`config.mk`:
```
export PLATFORM = sky130hd
export DESIGN_NAME = mem_arbiter
export DESIGN_NICKNAME = d
export VERILOG_FILES = /design/src/rtl/mem_arbiter.sv
export SDC_FILE = /design/constraint.sdc
export NUM_CORES = 1
export LEC_CHECK = 0
export CAP_MARGIN = 5
export CORE_UTILIZATION = 35
export CTS_CLUSTER_SIZE = 30
export DETAILED_ROUTE_END_ITERATION = 6
export HOLD_SLACK_MARGIN = 0.12
export PLACE_DENSITY = 0.69
export SETUP_SLACK_MARGIN = 0.05
export SLEW_MARGIN = 20
export SYNTH_ARGS = -nofsm -noshare
export SYNTH_HDL_FRONTEND = slang
export SYNTH_SLANG_ARGS = --single-unit
```
`constraint.sdc`:
```
create_clock -name clk_i -period 2.5 [get_ports clk_i]
set_clock_uncertainty 0.1 [all_clocks]
set_input_delay 0.5 -clock clk_i [delete_from_list [all_inputs] [get_ports clk_i]]
set_output_delay 0.5 -clock clk_i [all_outputs]
set_load 0.02 [all_outputs]
```
`src/rtl/mem_arbiter.sv`:
```
// -----------------------------------------------------------------------------
// mem_arbiter
//   Two-requester round-robin arbiter and sequencer in front of a single-port
//   synchronous memory. Accepts one read or write command at a time, issues
//   it to the memory as a one-cycle valid, waits for the memory's registered
//   ready and returns a one-cycle done pulse, plus read data for reads, to the
//   requester that won. A watchdog ends a transaction with err_o=1 when the
//   memory never answers.
//
//   Ports
//     clk_i, rst_ni                 clock, async active-low reset
//     pN_valid_i/we_i/addr_i/wdata_i  requester N command (N = 0, 1)
//     pN_gnt_o                      command accepted (combinational pulse)
//     pN_done_o                     transaction complete (registered pulse)
//     rdata_o, err_o                read data / timeout flag, valid with done
//     busy_o                        sequencer not idle
//     mem_valid_o/we_o/addr_o/wdata_o  memory request side
//     mem_ready_i, mem_rdata_i      memory response side
//
//   state | meaning
//   IDLE  | waiting for a request; grant is decided combinationally here
//   ISSUE | mem_valid_o high for one cycle with the latched command
//   WAIT  | waiting for mem_ready_i, watchdog counting
// -----------------------------------------------------------------------------
module mem_arbiter #(
    parameter int WIDTH = 32,
    parameter int ADDRE = 8,
    parameter int TMO   = 15
) (
    input  logic             clk_i,
    input  logic             rst_ni,

    input  logic             p0_valid_i,
    input  logic             p0_we_i,
    input  logic [ADDRE-1:0] p0_addr_i,
    input  logic [WIDTH-1:0] p0_wdata_i,
    output logic             p0_gnt_o,
    output logic             p0_done_o,

    input  logic             p1_valid_i,
    input  logic             p1_we_i,
    input  logic [ADDRE-1:0] p1_addr_i,
    input  logic [WIDTH-1:0] p1_wdata_i,
    output logic             p1_gnt_o,
    output logic             p1_done_o,

    output logic [WIDTH-1:0] rdata_o,
    output logic             err_o,
    output logic             busy_o,

    output logic             mem_valid_o,
    output logic             mem_we_o,
    output logic [ADDRE-1:0] mem_addr_o,
    output logic [WIDTH-1:0] mem_wdata_o,
    input  logic             mem_ready_i,
    input  logic [WIDTH-1:0] mem_rdata_i
);

    typedef enum logic [1:0] {
        IDLE  = 2'd0,
        ISSUE = 2'd1,
        WAIT  = 2'd2
    } state_t;

    localparam logic [7:0] TMO_LIM = 8'(TMO);

    state_t     state;
    logic       last_gnt;
    logic       gnt_sel;
    logic       req_any;
    logic [7:0] tmo_cnt;

    // Winner select: a lone requester always wins; under contention the port
    // that was not granted last time wins.
    always_comb begin
        req_any = p0_valid_i | p1_valid_i;
        if (p0_valid_i && p1_valid_i) begin
            gnt_sel = ~last_gnt;
        end else begin
            gnt_sel = p1_valid_i;
        end
    end

    // Grant is qualified with reset so every output reads 0 while held in reset.
    assign p0_gnt_o = rst_ni & (state == IDLE) & req_any & ~gnt_sel;
    assign p1_gnt_o = rst_ni & (state == IDLE) & req_any &  gnt_sel;

    always_ff @(posedge clk_i or negedge rst_ni) begin
        if (!rst_ni) begin
            state       <= IDLE;
            last_gnt    <= 1'b1;
            tmo_cnt     <= 8'd0;
            p0_done_o   <= 1'b0;
            p1_done_o   <= 1'b0;
            rdata_o     <= '0;
            err_o       <= 1'b0;
            busy_o      <= 1'b0;
            mem_valid_o <= 1'b0;
            mem_we_o    <= 1'b0;
            mem_addr_o  <= '0;
            mem_wdata_o <= '0;
        end else begin
            p0_done_o   <= 1'b0;
            p1_done_o   <= 1'b0;
            err_o       <= 1'b0;
            mem_valid_o <= 1'b0;

            case (state)
                IDLE: begin
                    if (req_any) begin
                        last_gnt    <= gnt_sel;
                        mem_we_o    <= gnt_sel ? p1_we_i    : p0_we_i;
                        mem_addr_o  <= gnt_sel ? p1_addr_i  : p0_addr_i;
                        mem_wdata_o <= gnt_sel ? p1_wdata_i : p0_wdata_i;
                        mem_valid_o <= 1'b1;
                        busy_o      <= 1'b1;
                        state       <= ISSUE;
                    end
                end

                ISSUE: begin
                    tmo_cnt <= 8'd0;
                    state   <= WAIT;
                end

                WAIT: begin
                    if (mem_ready_i) begin
                        p0_done_o <= ~last_gnt;
                        p1_done_o <=  last_gnt;
                        if (!mem_we_o) begin
                            rdata_o <= mem_rdata_i;
                        end
                        busy_o <= 1'b0;
                        state  <= IDLE;
                    end else if (tmo_cnt + 8'd1 == TMO_LIM) begin
                        // TMO-th consecutive WAIT cycle without ready.
                        p0_done_o <= ~last_gnt;
                        p1_done_o <=  last_gnt;
                        err_o     <= 1'b1;
                        tmo_cnt   <= 8'd0;
                        busy_o    <= 1'b0;
                        state     <= IDLE;
                    end else begin
                        tmo_cnt <= tmo_cnt + 8'd1;
                    end
                end

                default: begin
                    busy_o <= 1'b0;
                    state  <= IDLE;
                end
            endcase
        end
    end

endmodule

```
==> flow_summary.ini, run 1 <==
[power]
swShare_pct = 36.3
intPower_mw = 4.83
comb_power_share_pct = 48.3
power_density_mw_per_mm2 = 1160
pwr-share-seq_pct = 32.3
power.switching_mw = 2.75
p_leak_nw = 2.64
vdd_drop_max_mv = 0.633
pwr-share-clk_pct = 19.4
total_power_mw = 7.58

[logic_synthesis]
synth_cell_types = 40
netlist_area_mm2 = 0.00399
synth-adder-area-share_pct = 0.627
ys_seq_area_share_pct = 55.8
synth_edf_count = 0
synth-simple-area-share_pct = 10.8
synth_top_family_by_area = multiplexers
synthesis.nets = 467
async_reset_ff_share_pct = 100
ys_ff_latch = 89
yosysWarnings = 0
synth_ff_type = dfrtp_1
synthMuxAreaShare_pct = 19.3
synthTopCellsByCount = dfrtp_1, a21oi_1, nor2_1
yosysTopAreaCell = dfrtp_1
synth_xor_area_share_pct = 0.219
yosysMostFrequentCell = dfrtp_1
synth-compound-area-share_pct = 10.6
netlist_top_cells_area = dfrtp_1, mux2i_1, mux2_2
synth_top_area_share_pct = 55.1
postSynthAreaPerCell_um2 = 11.5
synth_cells = 346

[clock_tree]
htree_levels = 3
holdBufCountCts = 0
tritoncts = done
cts_sinks = 89
cts_buffer_depth = 2
numCtsBuffers = 9
cts-root-buf = clkbuf_16
clkTransAtPathRegs_ns = 0.06
insertion_delay_ns = 0.33

[layout]
area_growth_pct = 63.2
fillerInstances = 895
antennaDiodeCount = 0
final_nets = 664
drive_gt1_share_pct = 13.3

[sta]
rsz0062_at_grt = no
period_share_pct = 92.7
setup_violations = 0
worst_pin_slew_ns = 0.716
fmax_mhz = 431
hold_violations = 0
slew_headroom_pct = 52.3
finalMaxSlewViolations = 0
fin_setup_tns_ns = 0
fin_crit_ns = 2.32

[route]
drc = 0
wl_per_cell_um = 15.6
routed_via_density = 4.93
vias = 3392
dr.first_iter.drc_count = 68
routed_wl_mm = 10.7
drt_pass1_iterations = 4
antenna_left = 0

[floorplanning]
die_area_mm2 = 0.0118
ios = 199
die_w_um = 109
fp-row-count = 38
initial_core_util_pct = 36.4
die_h_um = 109
coreArea_mm2 = 0.0110

[global_route]
grt_pass1_vias = 3458
grt_pass1_wl_mm = 17.3
gr-total-overflow = 0
grt_max_degree = 85
antenna_found_initial = 0
grt.total_usage_pct = 19.3

[worst_setup_path]
worst_ep_required_time_ns = 1.90
crit_fanout = 3
critical_path_class = in2out
r2r_cells = 6
startpoint_type = input port
cp.arrival_ns = 1.72
endpoint_kind = primary output

[hold_path]
min_path_type = in2async

[place]
dp.final_hpwl_mm = 7.87
globalplace.congestion = 0.846
io_buffers = 198

[outcome]
status = completed

[job]
max_cap_violations = 0
-- cell usage in the layout, fill, tap and decap left out, drive strengths merged, types with 7 or more instances in the layout --
master and count:
nor3 7, mux2i 41, mux2 32, nand2 9
buf 13, dfrtp 88, clkdlybuf4s50 195, clkbuf 11
a21oi 49, nor2 45
-- metal layers --
metal  vias to the layer above  wire (µm)  GRT usage (%)
li1                       1618          -              -
met1                      1626       4170           22.4
met2                       134       5480           32.6
met3                        14        898           6.22
met4                         0        182           8.59
met5                         -          0              0
-- area by class of cell --
class	count	area (µm²)	share of cell area [%]
flip-flops and latches	89	2230	34.2
repair buffers	209	2100	32.2
multi-input cells	231	1680	25.7
clock buffers	11	253	3.88
well taps	140	175	2.69
clock inverters	5	77.6	1.19
inverters	3	11.3	0.173
-- power groups by stage --
| stage | Sequential [mW] | Clock (mW) | Combinational [mW] |
|---|---|---|---|
| detailed placement | 2.48 | 0 | 3.69 |
| CTS | 2.46 | 1.52 | 3.71 |
| finish | 2.45 | 1.47 | 3.66 |
| floorplan | 3.19 | 0 | 1.14 |
| global route | 2.54 | 1.57 | 3.94 |
| global placement | 2.44 | 0 | 3.65 |
-- worst paths after layout --
check / endpoint / slack [ns] / startpoint
max: p0_gnt_o / 0.18 / p0_valid_i
max reg2reg: p1_done_o / 0.51 / tmo_cnt[2]
min in group clk_i: rdata_o[24] / 0.41 / rdata_o[24]
max in group asynchronous: mem_addr_o[7] / 1.12 / rst_ni
min: mem_wdata_o[14] / 0.14 / rst_ni
min reg2reg: rdata_o[24] / 0.41 / rdata_o[24]
-- through the flow --
stage / setup WS, ns / hold WS (ns) / std cells / instance area, µm² / util (%)
finish: 0.182 / 0.143 / 688 / 6520 / 59.3
global route: 0.138 / 0.195 / 688 / 6520 / 59.3
floorplan: 0.420 / 0.104 / 346 / 3990 / -
detailed placement: -0.0321 / 0.394 / 672 / 6190 / 56.3
global placement: -0.00779 / 0.388 / 672 / 6190 / 56.3
CTS: 0.168 / 0.167 / 688 / 6520 / 59.3
-- state kept, by name, indices dropped and copies added, names as in the netlist --
signal,flops
mem_wdata_o,32
rdata_o,32
mem_addr_o,8
tmo_cnt,8
state,2
busy_o,1
err_o,1
last_gnt,1
mem_valid_o,1
mem_we_o,1
p0_done_o,1
p1_done_o,1
-- cells by family (layout without fill, tap and decap cells) --
| kind of cell | count (synthesis) | after routing |
|---|---|---|
| xor gates and xnor gates | 1 | 1 |
| muxes | 73 | 73 |
| buffers and inverters | 26 | 228 |
| adders and majority gates | 2 | 2 |
| AOI/OAI and AO/OA | 71 | 71 |
| DFF | 89 | 89 |
| and+or+nand+nor | 84 | 84 |
-- critical path, cell delays in order --
cell and delay, ns:
clkdlybuf4s50_1 0.47, buf_4 0.18, o21a_2 0.22, and3b_1 0.20
buf_12 0.14
-- what timing repair did --
action / CTS / global route
resized for setup: 1 / 0
setup endpoints to repair: 1 / 0
setup buffers: 0 / 0
Power figures use the tool's default switching activity.
==> inputs of run 2 (changes only) <==
--- a/config.mk
+++ b/config.mk
@@ -7,6 +7,7 @@
 export LEC_CHECK = 0
 export CAP_MARGIN = 5
 export CORE_UTILIZATION = 35
+export CTS_BUF_LIST = sky130_fd_sc_hd__clkbuf_16
 export CTS_CLUSTER_SIZE = 30
 export DETAILED_ROUTE_END_ITERATION = 6
 export HOLD_SLACK_MARGIN = 0.12
==> flow_summary.ini, run 2 (synthesized netlist as in run 1, its figures left out) <==
[route]
wl_per_cell_um = 15.6
drt_pass1_iterations = 4
dr.first_iter.drc_count = 63
routed_wl_mm = 10.7
drc = 0
antenna_left = 0
routed_via_density = 4.92
vias = 3387

[layout]
final_cell_mix = clkdlybuf4s50_1, dfrtp_1, a21oi_1
design_area_mm2 = 0.00650
antennaDiodeCount = 0
drive_gt1_share_pct = 13.0
multi_input_area_mm2 = 0.00168
fillerInstances = 896
area_growth_pct = 62.7
final_nets = 664
seq_area_mm2 = 0.00223
reg.largest.list = mem_wdata_o (32), rdata_o (32)
layout_commonest_cell = clkdlybuf4s50_1
final_cell_count_no_fill = 688

[power]
p_leak_nw = 2.63
total_power_mw = 7.51
power_density_mw_per_mm2 = 1160
vdd_drop_max_mv = 0.633

[sta]
slew_headroom_pct = 52.1
rsz0062_at_grt = no
finalMaxSlewViolations = 0
worst_pin_slew_ns = 0.719
hold_violations = 0
setup_violations = 0
holdWs_ns = 0.143
fmax_mhz = 431
fin_crit_ns = 2.32
period_share_pct = 92.7

[global_route]
grt_pass1_vias = 3463
grt.total_usage_pct = 19.3
use_met1_pct = 22.3
busiest_layer = met2
grt_pass1_wl_mm = 17.3
grt_use_met3_pct = 6.04
use_met2_pct = 32.5
gr-total-overflow = 0
antenna_found_initial = 0
grt_max_degree = 85

[clock_tree]
cts_buffer_depth = 2
cts-root-buf = clkbuf_16
numCtsBuffers = 9
cts_sinks = 89
insertion_delay_ns = 0.33
tritoncts = done
holdBufCountCts = 0
clkTransAtPathRegs_ns = 0.06
htree_levels = 3

[floorplanning]
ios = 199
die_area_mm2 = 0.0118
die_h_um = 109
fp-row-count = 38
die_w_um = 109
initial_core_util_pct = 36.4
coreArea_mm2 = 0.0110

[worst_setup_path]
startpoint_type = input port
crit_chain = clkdlybuf4s50_1 > buf_4 > o21a_2 > and3b_1 > buf_12
cp.arrival_ns = 1.72
r2r_cells = 6
slowest_delay_ns = 0.47
worst_ep_required_time_ns = 1.90
endpoint_kind = primary output
crit_fanout = 3
critical_path_class = in2out
worst_path_max_delay_cell = clkdlybuf4s50_1

[place]
post-place-cells = 672
dpl_cell_area_mm2 = 0.00619
io_buffers = 198
dp.final_hpwl_mm = 7.87
globalplace.congestion = 0.846

[job]
max_cap_violations = 0

[hold_path]
min_path_type = in2async

[outcome]
status = completed
==> run 2: changes by cell type in the layout (fill, tap and decap cells not counted), sizes merged <==
cell    previous run  this run
clkbuf            11         9
clkinv             3         5
==> run 2: metrics by stage <==
stage	TNS, ns	util, %	worst slack, ns
CTS	0	59.1	0.168
global placement	-0.00779	56.3	-0.00779
floorplan	0	-	0.420
detailed placement	-0.0500	56.3	-0.0321
global route	0	59.1	0.138
finish	0	59.1	0.182
==> run 2: where the power goes <==
part / leakage, nW / internal, mW / switching [mW]
Combinational: 1.44 / 1.80 / 1.85
Sequential: 1.04 / 2.10 / 0.352
Clock: 0.150 / 0.865 / 0.541
==> run 2: worst max-delay path: cells and delay by family <==
family | cells | cell delay (ns)
buffers and inverters | 3 | 0.79
AOI/OAI and AO/OA | 1 | 0.22
and+or+nand+nor | 1 | 0.20
==> run 2: layout make-up <==
cell class                 count  share of cell area [%]
clock buffer                   9                    3.47
clock inverter                 7                    1.31
inverter                       3                   0.173
multi-input combinational    231                    25.8
sequential                    89                    34.3
tap                          140                    2.70
timing repair buffer         209                    32.3
==> run 2: what timing repair did <==
action	CTS	global route
resized for setup	1	0
hold endpoints to repair	0	0
buffers inserted	0	0
setup endpoints to repair	1	0
==> run 2: worst paths after layout <==
kind / startpoint / endpoint / slack (ns)
worst max-delay path: p0_valid_i / p0_gnt_o / 0.18
worst min-delay path: rst_ni / mem_wdata_o[14] / 0.14
worst max register to register: tmo_cnt[2] / p1_done_o / 0.51
worst min register to register: rdata_o[24] / rdata_o[24] / 0.41
max in group asynchronous: rst_ni / mem_addr_o[7] / 1.12
min in group clk_i: rdata_o[24] / rdata_o[24] / 0.41
==> run 2: layer usage <==
layer  routed length (µm)  part of all wire, %
met3                  905                  8.5
met5                    0                    0
met2                 5420                   51
met1                 4170                   39
met4                  216                  2.0
==> inputs of run 3 (changes only) <==
--- a/config.mk
+++ b/config.mk
@@ -10,6 +10,7 @@
 export CTS_BUF_LIST = sky130_fd_sc_hd__clkbuf_16
 export CTS_CLUSTER_SIZE = 30
 export DETAILED_ROUTE_END_ITERATION = 6
+export GPL_ROUTABILITY_DRIVEN = 0
 export HOLD_SLACK_MARGIN = 0.12
 export PLACE_DENSITY = 0.69
 export SETUP_SLACK_MARGIN = 0.05
==> results of run 3 <==
The final DEF is identical to that of run 2; final timing and power are the same.
